$ cat config.mk
export PLATFORM = sky130hd
export DESIGN_NAME = btn_debounce_pulse
export DESIGN_NICKNAME = d
export VERILOG_FILES = /design/src/rtl/btn_debounce_pulse.sv
export SDC_FILE = /design/constraint.sdc
export NUM_CORES = 1
export LEC_CHECK = 0
export CAP_MARGIN = 20
export CORE_MARGIN = 3
export CORE_UTILIZATION = 60
export DETAILED_ROUTE_END_ITERATION = 12
export PLACE_DENSITY = 0.81
export SYNTH_ARGS = -nofsm -noshare
export SYNTH_HDL_FRONTEND = slang
export SYNTH_SLANG_ARGS = --single-unit
$ cat constraint.sdc
create_clock -name Clk -period 4.2 [get_ports Clk]
set_clock_uncertainty 0.05 [all_clocks]
set_input_delay 0.84 -clock Clk [delete_from_list [all_inputs] [get_ports Clk]]
set_output_delay 0.84 -clock Clk [all_outputs]
set_load 0.05 [all_outputs]
$ cat src/rtl/btn_debounce_pulse.sv
// Push-button conditioner: input synchronizer, 4-state debounce FSM, one-cycle press pulse and press counter.
// Define DEBOUNCE_SYNC2_EN for a two-flop synchronizer (asynchronous pin); otherwise a single input register is used.
module btn_debounce_pulse #(
    parameter int STABLE_CYCLES = 4,
    parameter int CNT_W         = 20
) (
    input  logic       Clk,
    input  logic       rst,
    input  logic       btn_in,
    output logic       T,
    output logic       btn_level,
    output logic       busy,
    output logic [7:0] press_cnt
);

    typedef enum logic [1:0] {
        ST_IDLE    = 2'd0,
        ST_WAIT_HI = 2'd1,
        ST_HELD    = 2'd2,
        ST_WAIT_LO = 2'd3
    } state_t;

    localparam logic [CNT_W-1:0] CNT_LAST = CNT_W'(STABLE_CYCLES - 1);
    localparam logic [CNT_W-1:0] CNT_ZERO = {CNT_W{1'b0}};
    localparam logic [CNT_W-1:0] CNT_ONE  = CNT_W'(1);

    logic             btn_s;
    state_t           state_r;
    logic [CNT_W-1:0] cnt_r;
    logic             t_r;
    logic             level_r;
    logic             busy_r;
    logic [7:0]       press_cnt_r;

`ifdef DEBOUNCE_SYNC2_EN
    logic [1:0] sync_r;

    // Two-flop synchronizer for a truly asynchronous button pin
    always_ff @(posedge Clk) begin
        if (!rst) begin
            sync_r <= 2'b00;
        end else begin
            sync_r <= {sync_r[0], btn_in};
        end
    end

    assign btn_s = sync_r[1];
`else
    logic sync_r;

    // Single input register when btn_in is already synchronous to Clk
    always_ff @(posedge Clk) begin
        if (!rst) begin
            sync_r <= 1'b0;
        end else begin
            sync_r <= btn_in;
        end
    end

    assign btn_s = sync_r;
`endif

    // Debounce FSM with registered level, pulse, busy flag and press counter
    always_ff @(posedge Clk) begin
        if (!rst) begin
            state_r     <= ST_IDLE;
            cnt_r       <= CNT_ZERO;
            t_r         <= 1'b0;
            level_r     <= 1'b0;
            busy_r      <= 1'b0;
            press_cnt_r <= 8'd0;
        end else begin
            t_r <= 1'b0;
            case (state_r)
                ST_IDLE: begin
                    level_r <= 1'b0;
                    if (btn_s) begin
                        state_r <= ST_WAIT_HI;
                        cnt_r   <= CNT_ZERO;
                        busy_r  <= 1'b1;
                    end else begin
                        busy_r  <= 1'b0;
                    end
                end
                ST_WAIT_HI: begin
                    if (!btn_s) begin
                        state_r <= ST_IDLE;
                        cnt_r   <= CNT_ZERO;
                        busy_r  <= 1'b0;
                    end else if (cnt_r == CNT_LAST) begin
                        state_r     <= ST_HELD;
                        level_r     <= 1'b1;
                        t_r         <= 1'b1;
                        busy_r      <= 1'b0;
                        press_cnt_r <= press_cnt_r + 8'd1;
                    end else begin
                        cnt_r  <= cnt_r + CNT_ONE;
                        busy_r <= 1'b1;
                    end
                end
                ST_HELD: begin
                    level_r <= 1'b1;
                    if (!btn_s) begin
                        state_r <= ST_WAIT_LO;
                        cnt_r   <= CNT_ZERO;
                        busy_r  <= 1'b1;
                    end else begin
                        busy_r  <= 1'b0;
                    end
                end
                ST_WAIT_LO: begin
                    // A bounce back high returns to HELD without a new pulse
                    if (btn_s) begin
                        state_r <= ST_HELD;
                        cnt_r   <= CNT_ZERO;
                        busy_r  <= 1'b0;
                    end else if (cnt_r == CNT_LAST) begin
                        state_r <= ST_IDLE;
                        level_r <= 1'b0;
                        busy_r  <= 1'b0;
                    end else begin
                        cnt_r  <= cnt_r + CNT_ONE;
                        busy_r <= 1'b1;
                    end
                end
                default: begin
                    state_r <= ST_IDLE;
                    cnt_r   <= CNT_ZERO;
                    level_r <= 1'b0;
                    busy_r  <= 1'b0;
                end
            endcase
        end
    end

    assign T         = t_r;
    assign btn_level = level_r;
    assign busy      = busy_r;
    assign press_cnt = press_cnt_r;

endmodule

==> results.md <==
* Slew margin rel. at 38.6%
* Port bufs at 13
* Leakage at 0.000720 uW
* Post-DP HPWL at 3.02 mm
* Top cell type's share of synthesized area at 35.5%
* Worst setup path category: reg -> out
* Vias in the first global route at 1,654
* Fin nets at 235
* Cells after Synth at around 210
* Yosys reg bits at 34
* Worst-path maximum fanout at 7
* Setup crit start: press_cnt[3]
* TritonCTS clock tree: done
* Global-route wire length before repair at around 7.5 mm
* CP endpoint kind: output port
* Synth Net Count at 223
* GR Util met3 at 7.37%
* Busiest grt layer: met2
* Max incr delay on CP at 0.85 ns
* Dominant cells by area after synthesis: dfxtp_1 36%, mux2i_1 7.3%, nand4_1 4.9%, nand2_1 4.7%, ha_1 4.6%
* Worst r2r path cells at 6
* Clock Sinks at 34
* Worst setup SP type: flop
* Overall power at ~650 uW
* # IOs at 14
* RSZ-0062 raised after global routing: false
* Clock Pin Slew Worst Setup and Hold Paths at 0.12 ns
* Clk buf depth at 2
* Worst-Margin Slew at between 0.9 and 1 ns
* Final setup viols at 0
* Via count at 1,718
* DIE AREA at 3910 um^2
* Drt pass-1 iters at 4
* Synth top cells by count: 34 x dfxtp_1, 24 x nand2_1, 15 x nand4_1, 14 x mux2i_1, 12 x nor2_1
* MaxCap Viol Count at 0
* Drc violations at 0
* Final Hold Fails at 0
* Setup TNS at 0 ns
* Most frequent cell after synthesis: dfxtp_1
* Sequential area share after synthesis at 35.5%
* GRT met2 Usage at a little over a third
* Detailed Route WL at 4.27 mm
* Crit path cell chain: clkdlybuf4s50_1
* WP data arrival at 1.67 ns
* Fin crit share at 61.0%
* Max IR drop VDD at 0.000204 V
* Crit path time final at 2.56 ns
* Worst flop-to-flop path startpoint: state_r[0]
* Netlist Area Pre-Place at 1920 um^2
* Root buf cell: clkbuf_4
* Crit path max-delay family: buffers and inverters
* Num rows at 19
* Clk_lat worst skew at 0.36 ns
* Synth-to-layout area growth at 10.5%
* DRT iter0 DRCs at 125
* GPL Wtd Cong at approximately 0.84
* Cell taking the most area after synthesis: dfxtp_1
* EDFF count, synth at 0
* Cts bufs inserted at 5
* Ant diodes at 0
* WP depth at 1
* Main synth FF type: dfxtp_1
* H-tree levels at 2
* Ys Warns at 0
* CTS resizes at 0
* Hold_sp: btn_level
* Setup WS post-layout at 1.64 ns
* Chip Width at 62.5 um
* Met1 Usage GRT at a little under a third
* WHS at 0.421 ns
* Die H at about 63 um
* Worst Hold Class: reg -> reg
* Routed vias/inst at ~6.4
* Layout fillers at 226
* Largest net degree at the start of global routing at 24
* Distinct cells, synth at 43
* Antenna Violating Nets Remaining at 0
* Gr ovfl total at 0
* Crit path required time at 3.31 ns
* Power Dens Cells at a little over 300 nW/um^2
* Post-CTS Setup Repair Bufs at 0
* Status: finished, final reports clean
* Initial core utilization at 66.0%
* Max Slew Vio Count at 0
* Max Clk Rate at 390 MHz
* Post-place setup slack at 1.51 ns
* Buf/Inv on CP at 1
* Share of cells above drive strength 1 at 9.29%
* CTS Hold Bufs at 0
* Initial antenna violation count at 0
* WL/cell at roughly 16 um
* Overall routing resource usage at between 20% and 30%
* Syn Area/Cell at 8.99 um^2
* Core ar. at 2900 um^2
* Post-synth ARST share at 0%
* Slowest CP cell: clkdlybuf4s50_1
* Hold path depth at 2
==> metal layers <==
metal | routed length, um | part of all wire, %
met1 | 2000 | 47
met5 | 0 | 0
met2 | 1910 | 45
met4 | 111 | 2.6
met3 | 244 | 5.7
==> worst min-delay path, stage by stage, from the launching register on <==
cell and delay [ns]:
dfxtp_1 0.33, nand2_1 0.05, mux2i_1 0.06
==> power by group <==
group	switching (uW)	internal [uW]
registers	8.54	331
logic	71.1	37.6
clock network	118	81.1
==> area by class of cell <==
class                           instances  area [um^2]  share of cell area [%]
Clock inverter                          1         5.00                   0.237
Inverter                                4         15.0                   0.710
Tap cell                               42         52.6                    2.48
Multi-Input combinational cell        166         1170                    55.3
Clock buffer                            7         55.1                    2.60
Timing Repair Buffer                   14          138                    6.51
Sequential cell                        34          681                    32.2
==> registers in the layout, indices dropped and copies added, names as in the netlist, named ones only <==
register	count
T	1
btn_level	1
btn_s	1
busy	1
cnt_r	20
press_cnt	8
state_r	1
==> cells in the final DEF (no fill, tap or decap), types with 2 or more instances in the layout <==
cell             synthesis  routed
o31ai_1                  3       3
mux2i_1                 14      14
xor2_1                   8       8
nand4_1                 15      15
clkdlybuf4s50_1          0      13
a21oi_1                  9       9
a31oi_1                  2       2
nor2_1                  12      12
or4_1                    5       5
or3_1                    2       2
inv_1                    4       4
o311ai_1                 2       2
and3_1                   3       3
o211ai_1                 4       4
clkbuf_4                 0       5
nand3_1                  8       8
nor4_2                   5       5
o41ai_1                  2       2
dfxtp_1                 34      34
nand2b_1                 9       9
and4_1                   3       3
and2_1                   6       6
nor4_1                   3       3
o21ai_0                  4       4
mux2_2                   2       2
nand2_1                 24      24
ha_1                     7       7
==> per-stage QoR <==
step                area (um^2)  util [%]  cells
floorplan                  1920         -    213
global placement           2060      70.9    260
detailed placement         2060      70.9    260
CTS                        2120      73.0    268
global route               2120      73.0    268
finish                     2120      73.0    268
==> logic make-up (layout without fill, tap and decap cells) <==
group	count (synthesis)	in the layout	share of synthesized area [%]
buffers and inverters	13	26	3.40
and+or+nand+nor	102	102	32.0
adders and majority gates	7	7	4.57
xor gates and xnor gates	8	8	3.66
AOI/OAI and AO/OA	32	32	11.2
muxes	17	17	9.67
DFF	34	34	35.5
==> worst paths after layout <==
| path | slack [ns] | to |
|---|---|---|
| worst max-delay path | 1.64 | press_cnt[3] |
| worst min-delay path | 0.42 | btn_level |
| worst max register to register | 1.78 | cnt_r[15] |
| worst min register to register | 0.42 | btn_level |
No activity file was read; power rests on OpenSTA's default activity.
